File: src/rtl/ysyx_23060184_wbu_if.sv
// Bundle between the write-back stage and its neighbours: memory-stage payload,
// register-file/CSR commit port, fetch-unit retirement handshake and instret.
interface ysyx_23060184_wbu_if #(
  parameter int DATA_WIDTH     = 32,
  parameter int REG_ADDR_WIDTH = 5,
  parameter int CSR_ADDR_WIDTH = 12
);
  logic                      Mvalid;
  logic                      Wready;
  logic [DATA_WIDTH-1:0]     ALUResult;
  logic [DATA_WIDTH-1:0]     ReadData;
  logic [DATA_WIDTH-1:0]     PcPlus4;
  logic [DATA_WIDTH-1:0]     CsrRdata;
  logic [1:0]                ResultSrc;
  logic                      RegWrite;
  logic [REG_ADDR_WIDTH-1:0] Rd;
  logic                      CsrWrite;
  logic [CSR_ADDR_WIDTH-1:0] CsrAddr;
  logic [DATA_WIDTH-1:0]     CsrWdata;
  logic                      rf_wen;
  logic [REG_ADDR_WIDTH-1:0] rf_waddr;
  logic [DATA_WIDTH-1:0]     rf_wdata;
  logic                      csr_wen;
  logic [CSR_ADDR_WIDTH-1:0] csr_waddr;
  logic [DATA_WIDTH-1:0]     csr_wdata;
  logic                      Wvalid;
  logic                      Iready;
  logic [63:0]               instret;

  modport slave (
    input  Mvalid, ALUResult, ReadData, PcPlus4, CsrRdata, ResultSrc,
           RegWrite, Rd, CsrWrite, CsrAddr, CsrWdata, Iready,
    output Wready, rf_wen, rf_waddr, rf_wdata, csr_wen, csr_waddr, csr_wdata,
           Wvalid, instret
  );

  modport master (
    output Mvalid, ALUResult, ReadData, PcPlus4, CsrRdata, ResultSrc,
           RegWrite, Rd, CsrWrite, CsrAddr, CsrWdata, Iready,
    input  Wready, rf_wen, rf_waddr, rf_wdata, csr_wen, csr_waddr, csr_wdata,
           Wvalid, instret
  );
endinterface

File: src/rtl/ysyx_23060184_wbu.sv
// Write-back stage: captures one instruction, strobes RF/CSR writes for one
// cycle, then holds Wvalid until the fetch unit takes the retirement.
module ysyx_23060184_wbu #(
  parameter int DATA_WIDTH     = 32,
  parameter int REG_ADDR_WIDTH = 5,
  parameter int CSR_ADDR_WIDTH = 12
) (
  input  logic                 clk,
  input  logic                 rst,
  ysyx_23060184_wbu_if.slave   wb
);

  typedef enum logic [1:0] {
    IDLE   = 2'd0,
    COMMIT = 2'd1,
    DONE   = 2'd2
  } state_t;

  state_t                    state_r;
  state_t                    state_s;
  logic                      accept_s;
  logic                      retire_s;
  logic [DATA_WIDTH-1:0]     wb_data_s;

  logic [DATA_WIDTH-1:0]     hold_alu_r;
  logic [DATA_WIDTH-1:0]     hold_rdata_r;
  logic [DATA_WIDTH-1:0]     hold_pc4_r;
  logic [DATA_WIDTH-1:0]     hold_csrr_r;
  logic [1:0]                hold_src_r;
  logic [REG_ADDR_WIDTH-1:0] hold_rd_r;
  logic [CSR_ADDR_WIDTH-1:0] hold_caddr_r;
  logic [DATA_WIDTH-1:0]     hold_cwdata_r;
  logic                      rf_wen_r;
  logic                      csr_wen_r;
  logic                      wvalid_r;
  logic [63:0]               instret_r;

  // Next-state logic and handshake qualifiers.
  always_comb begin
    state_s  = state_r;
    accept_s = 1'b0;
    retire_s = 1'b0;
    case (state_r)
      IDLE: begin
        if (wb.Mvalid) begin
          accept_s = 1'b1;
          state_s  = COMMIT;
        end else begin
          state_s  = IDLE;
        end
      end
      COMMIT: begin
        state_s = DONE;
      end
      DONE: begin
        if (wb.Iready) begin
          retire_s = 1'b1;
          state_s  = IDLE;
        end else begin
          state_s  = DONE;
        end
      end
      default: begin
        state_s = IDLE;
      end
    endcase
  end

  // Write-back source select on the captured fields.
  always_comb begin
    wb_data_s = {DATA_WIDTH{1'b0}};
    case (hold_src_r)
      2'b00:   wb_data_s = hold_alu_r;
      2'b01:   wb_data_s = hold_rdata_r;
      2'b10:   wb_data_s = hold_pc4_r;
      2'b11:   wb_data_s = hold_csrr_r;
      default: wb_data_s = {DATA_WIDTH{1'b0}};
    endcase
  end

  // State register, payload capture, commit strobes and retirement counter.
  // Strobes are computed at the accept edge so they are registered in COMMIT.
  always_ff @(posedge clk or posedge rst) begin
    if (rst) begin
      state_r       <= IDLE;
      hold_alu_r    <= {DATA_WIDTH{1'b0}};
      hold_rdata_r  <= {DATA_WIDTH{1'b0}};
      hold_pc4_r    <= {DATA_WIDTH{1'b0}};
      hold_csrr_r   <= {DATA_WIDTH{1'b0}};
      hold_src_r    <= 2'b00;
      hold_rd_r     <= {REG_ADDR_WIDTH{1'b0}};
      hold_caddr_r  <= {CSR_ADDR_WIDTH{1'b0}};
      hold_cwdata_r <= {DATA_WIDTH{1'b0}};
      rf_wen_r      <= 1'b0;
      csr_wen_r     <= 1'b0;
      wvalid_r      <= 1'b0;
      instret_r     <= 64'd0;
    end else begin
      state_r   <= state_s;
      rf_wen_r  <= accept_s && wb.RegWrite && (wb.Rd != {REG_ADDR_WIDTH{1'b0}});
      csr_wen_r <= accept_s && wb.CsrWrite;
      wvalid_r  <= (state_s == DONE);
      if (accept_s) begin
        hold_alu_r    <= wb.ALUResult;
        hold_rdata_r  <= wb.ReadData;
        hold_pc4_r    <= wb.PcPlus4;
        hold_csrr_r   <= wb.CsrRdata;
        hold_src_r    <= wb.ResultSrc;
        hold_rd_r     <= wb.Rd;
        hold_caddr_r  <= wb.CsrAddr;
        hold_cwdata_r <= wb.CsrWdata;
      end
      if (retire_s) begin
        instret_r <= instret_r + 64'd1;
      end
    end
  end

  assign wb.Wready    = (state_r == IDLE) && !rst;
  assign wb.rf_wen    = rf_wen_r;
  assign wb.rf_waddr  = hold_rd_r;
  assign wb.rf_wdata  = wb_data_s;
  assign wb.csr_wen   = csr_wen_r;
  assign wb.csr_waddr = hold_caddr_r;
  assign wb.csr_wdata = hold_cwdata_r;
  assign wb.Wvalid    = wvalid_r;
  assign wb.instret   = instret_r;

endmodule

File: src/flat_wrapper.sv
// flat-port wrapper written by rule: the top's interface ports become plain ports
module ysyx_23060184_wbu_flat 
#(
  parameter int DATA_WIDTH     = 32,
  parameter int REG_ADDR_WIDTH = 5,
  parameter int CSR_ADDR_WIDTH = 12
)
  (clk, rst, wb_Mvalid, wb_ALUResult, wb_ReadData, wb_PcPlus4, wb_CsrRdata, wb_ResultSrc, wb_RegWrite, wb_Rd, wb_CsrWrite, wb_CsrAddr, wb_CsrWdata, wb_Iready, wb_Wready, wb_rf_wen, wb_rf_waddr, wb_rf_wdata, wb_csr_wen, wb_csr_waddr, wb_csr_wdata, wb_Wvalid, wb_instret);
  ysyx_23060184_wbu_if #(.DATA_WIDTH(DATA_WIDTH), .REG_ADDR_WIDTH(REG_ADDR_WIDTH), .CSR_ADDR_WIDTH(CSR_ADDR_WIDTH)) wb_i ();
  input  logic clk;
  input  logic rst;
  input wire logic [$bits(wb_i.Mvalid)-1:0] wb_Mvalid;
  input wire logic [$bits(wb_i.ALUResult)-1:0] wb_ALUResult;
  input wire logic [$bits(wb_i.ReadData)-1:0] wb_ReadData;
  input wire logic [$bits(wb_i.PcPlus4)-1:0] wb_PcPlus4;
  input wire logic [$bits(wb_i.CsrRdata)-1:0] wb_CsrRdata;
  input wire logic [$bits(wb_i.ResultSrc)-1:0] wb_ResultSrc;
  input wire logic [$bits(wb_i.RegWrite)-1:0] wb_RegWrite;
  input wire logic [$bits(wb_i.Rd)-1:0] wb_Rd;
  input wire logic [$bits(wb_i.CsrWrite)-1:0] wb_CsrWrite;
  input wire logic [$bits(wb_i.CsrAddr)-1:0] wb_CsrAddr;
  input wire logic [$bits(wb_i.CsrWdata)-1:0] wb_CsrWdata;
  input wire logic [$bits(wb_i.Iready)-1:0] wb_Iready;
  output wire logic [$bits(wb_i.Wready)-1:0] wb_Wready;
  output wire logic [$bits(wb_i.rf_wen)-1:0] wb_rf_wen;
  output wire logic [$bits(wb_i.rf_waddr)-1:0] wb_rf_waddr;
  output wire logic [$bits(wb_i.rf_wdata)-1:0] wb_rf_wdata;
  output wire logic [$bits(wb_i.csr_wen)-1:0] wb_csr_wen;
  output wire logic [$bits(wb_i.csr_waddr)-1:0] wb_csr_waddr;
  output wire logic [$bits(wb_i.csr_wdata)-1:0] wb_csr_wdata;
  output wire logic [$bits(wb_i.Wvalid)-1:0] wb_Wvalid;
  output wire logic [$bits(wb_i.instret)-1:0] wb_instret;
  assign wb_i.Mvalid = wb_Mvalid;
  assign wb_i.ALUResult = wb_ALUResult;
  assign wb_i.ReadData = wb_ReadData;
  assign wb_i.PcPlus4 = wb_PcPlus4;
  assign wb_i.CsrRdata = wb_CsrRdata;
  assign wb_i.ResultSrc = wb_ResultSrc;
  assign wb_i.RegWrite = wb_RegWrite;
  assign wb_i.Rd = wb_Rd;
  assign wb_i.CsrWrite = wb_CsrWrite;
  assign wb_i.CsrAddr = wb_CsrAddr;
  assign wb_i.CsrWdata = wb_CsrWdata;
  assign wb_i.Iready = wb_Iready;
  assign wb_Wready = wb_i.Wready;
  assign wb_rf_wen = wb_i.rf_wen;
  assign wb_rf_waddr = wb_i.rf_waddr;
  assign wb_rf_wdata = wb_i.rf_wdata;
  assign wb_csr_wen = wb_i.csr_wen;
  assign wb_csr_waddr = wb_i.csr_waddr;
  assign wb_csr_wdata = wb_i.csr_wdata;
  assign wb_Wvalid = wb_i.Wvalid;
  assign wb_instret = wb_i.instret;
  ysyx_23060184_wbu #(.DATA_WIDTH(DATA_WIDTH), .REG_ADDR_WIDTH(REG_ADDR_WIDTH), .CSR_ADDR_WIDTH(CSR_ADDR_WIDTH)) u_core (.clk(clk), .rst(rst), .wb(wb_i));
endmodule
File: config.mk
export PLATFORM = sky130hd
export DESIGN_NAME = ysyx_23060184_wbu_flat
export DESIGN_NICKNAME = d
export VERILOG_FILES = /design/src/rtl/ysyx_23060184_wbu_if.sv /design/src/rtl/ysyx_23060184_wbu.sv /design/src/flat_wrapper.sv
export SDC_FILE = /design/constraint.sdc
export NUM_CORES = 1
export LEC_CHECK = 0
export CAP_MARGIN = 20
export CELL_PAD_IN_SITES_DETAIL_PLACEMENT = 0
export CELL_PAD_IN_SITES_GLOBAL_PLACEMENT = 1
export CORE_ASPECT_RATIO = 1.75
export CORE_UTILIZATION = 37
export DETAILED_ROUTE_END_ITERATION = 8
export PLACE_DENSITY = 0.77
export SLEW_MARGIN = 25
export SYNTH_ARGS = -nofsm -noshare
export SYNTH_HDL_FRONTEND = slang
export SYNTH_SLANG_ARGS = --single-unit
File: constraint.sdc
create_clock -name clk -period 11.2 [get_ports clk]
set_input_delay 2.24 -clock clk [delete_from_list [all_inputs] [get_ports clk]]
set_output_delay 2.24 -clock clk [all_outputs]
set_load 0.02 [all_outputs]
* Yosys cells after proc, flatten, opt, wreduce, memory -nomap -nowiden
Cells that the tools add are included.
Storage, ports and cells: flip-flop bits (word level) 248, output and inout bits 149, bits of input ports 185, logic and storage cells 36
Operators by class: reduce and logical (&&, ||, !) cells 8, multiplexer cells 8, equal/unequal tests 6, add/subtract/negate cells 1
Operators with widths (number):
- $pmux W32 S4 | 1
- $add A64 B1 Y64 const B | 1
- $eq A2 B2 Y1 const B | 4
- $pmux W2 S3 | 1
- $mux W1 | 5
- $reduce_bool A5 Y1 | 1
- $eq A2 B1 Y1 const B | 2
- $logic_and A1 B1 Y1 | 4
- $logic_not A2 Y1 | 2
- $mux W2 | 1
- $logic_not A1 Y1 | 1

* Depth between registers and ports, before layout
Gate-level depths: netlist of the first run.
depth in word-level cells 4, gate-level depth with buffers 7, gate-level depth less buffers 6

* Worst setup path before layout of the first run
Ideal clock, no wire load.
kind in2out, from in rst, to out wb_Wready, stages 1, path slack 6.265 ns, arrival 2.695 ns, path buffers 0, required time 8.960 ns, cells stage by stage nor3_1
On the way: longest elaborated chain between the ends 2
Ends and longest elaborated chain:
- start, declared | line flat_wrapper.sv:11 | input logic rst;
- $logic_not A1 Y1 | line ysyx_23060184_wbu.sv:119 | assign wb.Wready = (state_r == IDLE) && !rst;
- $logic_and A1 B1 Y1 | line ysyx_23060184_wbu.sv:119
- end, declared | line flat_wrapper.sv:24 | output wire logic [$bits(wb_i.Wready)-1:0] wb_Wready;
No other way between the ends.

* Worst setup path in the final report of the first run
Same ends and word-level chain as after synthesis.

==> flow_summary.json, run 1 <==
{
  "clkSinkCount": 248,
  "hp-class": "register to register",
  "h-tree-depth": 1,
  "drive_above_1_share": 0.268,
  "fp-row-count": 81,
  "synth-edff-count": 0,
  "grt_pass1_wl_um": 42500,
  "synthCells": 700,
  "synth_top_cell_by_area": "dfrtp_1",
  "critPathKind": "primary input to primary output",
  "synth_mux_area_frac": 0.262,
  "layout.nets": 1221,
  "via_per_inst": 4.89,
  "cts_buffers": 25,
  "slew_violations": 0,
  "root_buffer": "clkbuf_16",
  "setup_tns_ns": 0,
  "grt_max_degree": 183,
  "final_util": 0.542,
  "synth_compound_area_frac": 0.000948,
  "cts_tree": "done",
  "slew-limit-headroom": 0.444,
  "post-route-period-util": 0.518,
  "worst_pin_slew_ns": 0.828,
  "syn_nets": 886,
  "status": "finished clean",
  "vias": 7009,
  "antenna_found_initial": 9,
  "design.core.area_mm2": 0.0280,
  "post_cts_buffers": 0,
  "post-route-drc-count": 0,
  "endpoint_kind": "primary output",
  "synth_seq_area_share": 0.588,
  "synth_warnings": 0,
  "place_worst_setup_slack_ns": 5.39,
  "period_minus_slack_ns": 5.80,
  "cts.clk_slew.worst_paths_ns": 0.06,
  "ys_ff_latch": 248,
  "leakage_nw": 6.21,
  "ys_top_cells_by_area": "dfrtp_1 59%, mux2_2 19%, mux4_2 6.8%",
  "p_total_mw": 3.89,
  "grtUsageTotal": 0.191,
  "dpl.hpwl_um": 19900,
  "ir_worst_vdd_v": 0.000174,
  "cp_max_fo": 2,
  "n_fill_cell": 2428,
  "critPathMostFrequentCell": "clkdlybuf4s50_1",
  "synth_top_area_frac": 0.588,
  "ant_nets": 0,
  "portBuffers": 333,
  "synth_top_family_by_area": "multiplexers",
  "synth_fa_ha_area_frac": 0.00118,
  "max_freq_mhz": 172,
  "cts_resized": 0,
  "overflow": 0,
  "power_density_mw_per_mm2": 257,
  "arrival_ns": 3.56,
  "setup_viol_count_final": 0,
  "cap_violations": 0,
  "whs_ns": 0.489,
  "ys.flop_type": "dfrtp_1",
  "die_w_um": 130,
  "avgRoutedWirePerCell_um": 19.4,
  "slowest_stage": "clkdlybuf4s50_1",
  "die-area_mm2": 0.0293,
  "yosysUniqueCellTypes": 37,
  "ios": 334,
  "async_flop_share": 1.00,
  "yosys.area_share.simple": 0.0821,
  "clkLatencyLatePin_ns": 0.52,
  "yosys-top-cells-count": "248 x dfrtp_1, 182 x mux2_2, 40 x xnor2_1",
  "startpoint_type": "primary input",
  "rsz0062_at_grt": "false",
  "yosysMostFrequentCell": "dfrtp_1",
  "ctsHoldBuffers": 0,
  "avgSynthCellArea_um2": 15.1,
  "die_h_um": 226,
  "critPathMaxStageDelay_ns": 0.63,
  "drt_iter0_markers": 223,
  "synthXorXnorAreaFrac": 0.0522,
  "syn_area_mm2": 0.0106,
  "fin_skew_ns": 0.00812,
  "final_hold_viol_count": 0,
  "clk_path_buf_depth": 3,
  "area_delta_synth_final_pct": 43.6,
  "worstPathCellList": "clkdlybuf4s50_1 -> nor3_1 -> clkdlybuf4s50_1",
  "grt_pass1_vias": 7572,
  "cp.required_ns": 8.96,
  "drt-total-wl_um": 27800,
  "drt_first_pass_iters": 4,
  "gp_congestion": 0.746,
  "start_util": 0.378,
  "layout_setup_ws_ns": 5.40
}
## kinds of logic (layout without fill, tap and decap cells)
group                    count (synthesis)  after routing
AND/OR/NAND/NOR                        138            138
flip-flops                             248            248
XOR/XNOR                                63             63
adder cells (fa/ha/maj)                  1              1
buffers and inverters                   35            388
multiplexers                           214            214
other                                    0              6
AO/OA/AOI/OAI                            1              1
## path summary, 6_finish.rpt
path	from	endpoint	slack [ns]	cells after the start
min in group asynchronous	rst	u_core.hold_alu_r[28]	2.31	2
worst max-delay path	rst	wb_Wready	5.40	3
max in group asynchronous	rst	u_core.wb.csr_wdata[28]	7.53	3
worst max register to register	u_core.state_r[0]	u_core.wb.instret[49]	8.91	5
worst min-delay path	u_core.wb.instret[53]	u_core.wb.instret[53]	0.49	1
worst min register to register	u_core.wb.instret[53]	u_core.wb.instret[53]	0.49	1
## critical path: cells and delay by family
| family | cells | cell delay, ns |
|---|---|---|
| and+or+nand+nor | 1 | 0.17 |
| buffers and inverters | 2 | 1.14 |
## final cells by class
cell class,count,area [µm²],share of cell area
clock inverters,12,135,0.00891
diodes,6,15.0,0.000990
well taps,373,467,0.0308
repair buffers,340,3420,0.226
multi-input cells,417,4220,0.278
inverters,3,18.8,0.00124
clock buffers,33,676,0.0446
flip-flops and latches,248,6210,0.409
## per-layer routing
metal / vias up / wire length [µm] / global-route usage / share of wire
li1: 3209 / - / - / -
met1: 3556 / 10100 / 0.209 / 0.36
met2: 203 / 15300 / 0.349 / 0.55
met3: 35 / 1860 / 0.0472 / 0.067
met4: 6 / 534 / 0.0705 / 0.019
met5: - / 40 / 0 / 0.0014
## registers in the layout, indices dropped and copies added, names as in the netlist, 2 cells and up
name,count
u_core.hold_alu_r,32
u_core.hold_csrr_r,32
u_core.hold_pc4_r,32
u_core.hold_rdata_r,32
u_core.hold_src_r,2
u_core.state_r,2
u_core.wb.csr_waddr,12
u_core.wb.csr_wdata,32
u_core.wb.instret,64
u_core.wb.rf_waddr,5
## cells in the final DEF (no fill, tap or decap), types with 2 or more instances in the layout
cell type	n
clkbuf_8	2
clkbuf_1	6
nor3_1	13
nand4_1	20
buf_4	4
xor2_1	23
nor4_2	3
nor4_4	2
nor2_1	15
nand2_1	26
nand4_4	2
xnor2_1	40
and2_1	2
clkinv_2	9
or3_4	2
inv_1	2
or3_1	4
diode_2	6
mux2_2	182
clkbuf_16	25
and4_1	8
bufinv_16	3
clkdlybuf4s50_1	333
and3_1	7
dfrtp_1	247
mux4_2	32
nand3_1	21
## per-stage QoR
stage / area [µm²] / instances
after floorplan: 10600 / 700
after global placement: 14300 / 1380
after detailed placement: 14300 / 1380
after CTS: 15100 / 1425
after global routing: 15200 / 1431
final: 15200 / 1432
## power by group
part / total (mW) / internal [mW] / switching [mW]
clock: 0.841 / 0.493 / 0.348
combinational: 1.61 / 0.937 / 0.678
sequential: 1.44 / 1.24 / 0.198
No activity file was read; power rests on OpenSTA's default activity.
==> run 2, diff against run 1 <==
==> constraint.sdc (replaced) <==
create_clock -name clk -period 5.68 [get_ports clk]
set_input_delay 1.136 -clock clk [delete_from_list [all_inputs] [get_ports clk]]
set_output_delay 1.136 -clock clk [all_outputs]
set_load 0.02 [all_outputs]
==> run 2 against run 1 <==
Against the previous run:
- final area hardly changed
- critical path type is now register to primary output
- non-clock buffer count fell by 1
- hold slack got worse by 0.017 ns
- via count down 0.54%
- wire length rose by 0.42%
- clock power is 94% higher
- worst setup slack worse by 3.8 ns
- clock skew up 0.011 ns
- global-route usage fell by 0.14 points
- critical endpoint is now wb_rf_wdata[1]
==> flow_summary.json, run 2 (same netlist as run 1, synthesis figures left out) <==
{
  "period_minus_slack_ns": 4.09,
  "cp.required_ns": 4.54,
  "max_freq_mhz": 245,
  "post-route-period-util": 0.719,
  "ctsHoldBuffers": 0,
  "p_int_mw": 5.23,
  "power_density_mw_per_mm2": 505,
  "cts_resized": 0,
  "worst_pin_slew_ns": 1.08,
  "vias": 6971,
  "area_delta_synth_final_pct": 43.5,
  "fin_skew_ns": 0.0194,
  "leakage_nw": 6.21,
  "cts_tree": "done",
  "comb_power_share": 0.414,
  "avgRoutedWirePerCell_um": 19.5,
  "cp_max_fo": 22,
  "clkLatencyLatePin_ns": 0.53,
  "largest_reg_flops": 64,
  "grt_max_degree": 183,
  "h-tree-depth": 1,
  "critPathKind": "register to primary output",
  "layout.nets": 1221,
  "n_fill_cell": 2451,
  "cts.clk_slew.worst_paths_ns": 0.06,
  "p_switching_mw": 2.43,
  "pwr-share-seq": 0.373,
  "clk_path_buf_depth": 3,
  "start_util": 0.378,
  "status": "finished clean",
  "grt_pass1_vias": 7461,
  "startpoint_type": "register",
  "final_cell_mix": "333 x clkdlybuf4s50_1, 247 x dfrtp_1, 182 x mux2_2",
  "overflow": 0,
  "setup_viol_count_final": 0,
  "final_hold_viol_count": 0,
  "post-route-drc-count": 0,
  "endpoint_kind": "primary output",
  "grt_pass1_wl_um": 42000,
  "post_cts_buffers": 0,
  "drt_iter0_markers": 214,
  "cts_buffers": 26,
  "swShare": 0.317,
  "die_w_um": 130,
  "root_buffer": "clkbuf_16",
  "antenna_found_initial": 5,
  "dpl.hpwl_um": 20100,
  "ir_worst_vdd_v": 0.000325,
  "drive_above_1_share": 0.265,
  "fp-row-count": 81,
  "gp_congestion": 0.739,
  "arrival_ns": 2.95,
  "slew_violations": 0,
  "hp-class": "register to register",
  "clkSinkCount": 248,
  "pwr-share-clk": 0.213,
  "die-area_mm2": 0.0293,
  "ios": 334,
  "via_per_inst": 4.87,
  "design.core.area_mm2": 0.0280,
  "rsz0062_at_grt": "false",
  "ant_nets": 0,
  "cap_violations": 0,
  "whs_ns": 0.472,
  "portBuffers": 333,
  "slew-limit-headroom": 0.283,
  "grtUsageTotal": 0.190,
  "drt-total-wl_um": 28000,
  "layout_commonest_cell": "clkdlybuf4s50_1",
  "die_h_um": 226,
  "drt_first_pass_iters": 4,
  "setup_tns_ns": 0
}
==> run 2: metrics by stage <==
stage / instances / instance area [µm²] / util / power, mW / setup slack [ns]
after global placement: 1380 / 14300 / 0.512 / 6.05 / 1.99
final: 1431 / 15200 / 0.542 / 7.65 / 1.59
after detailed placement: 1380 / 14300 / 0.513 / 6.11 / 2.05
after CTS: 1427 / 15100 / 0.542 / 7.78 / 1.47
after floorplan: 700 / 10600 / - / 4.73 / 1.28
after global routing: 1431 / 15200 / 0.542 / 8.05 / 1.38
==> run 2: worst max-delay path, stage by stage, from the launching register on <==
cell and delay (ns):
dfrtp_2 0.88, buf_4 0.42, mux4_2 0.53, clkdlybuf4s50_1 0.59
==> run 2: final timing paths <==
kind / slack [ns] / to / cells past startpoint / from
min: 0.47 / u_core.wb.instret[63] / 1 / u_core.wb.instret[63]
max reg2reg: 3.36 / u_core.wb.instret[60] / 6 / u_core.wb.instret[0]
max in group asynchronous: 3.59 / u_core.hold_alu_r[20] / 3 / rst
max: 1.59 / wb_rf_wdata[1] / 3 / u_core.hold_src_r[0]
min in group asynchronous: 1.07 / u_core.hold_rdata_r[27] / 2 / rst
min reg2reg: 0.47 / u_core.wb.instret[63] / 1 / u_core.wb.instret[63]
==> run 2: layout make-up <==
class	instances	area, µm²	share of cell area
diodes	4	10.0	0.000660
clock buffers	42	782	0.0516
clock inverters	5	28.8	0.00190
inverters	3	15.0	0.000991
multi-input cells	417	4230	0.279
flip-flops and latches	248	6210	0.410
well taps	373	467	0.0308
repair buffers	339	3420	0.225
==> run 2: power by group through the flow <==
stage / registers (mW) / clock network, mW / logic, mW
global placement: 2.88 / 0 / 3.17
CTS: 2.87 / 1.69 / 3.22
finish: 2.85 / 1.63 / 3.17
global route: 2.95 / 1.75 / 3.35
detailed placement: 2.90 / 0 / 3.21
floorplan: 2.98 / 0 / 1.75
==> run 2: per-layer routing <==
metal  track usage  part of all wire  wire length, µm
met2         0.351              0.55            15400
met5             0           0.00046               13
met4        0.0810             0.034              957
met1         0.205              0.35             9910
met3        0.0394             0.059             1650
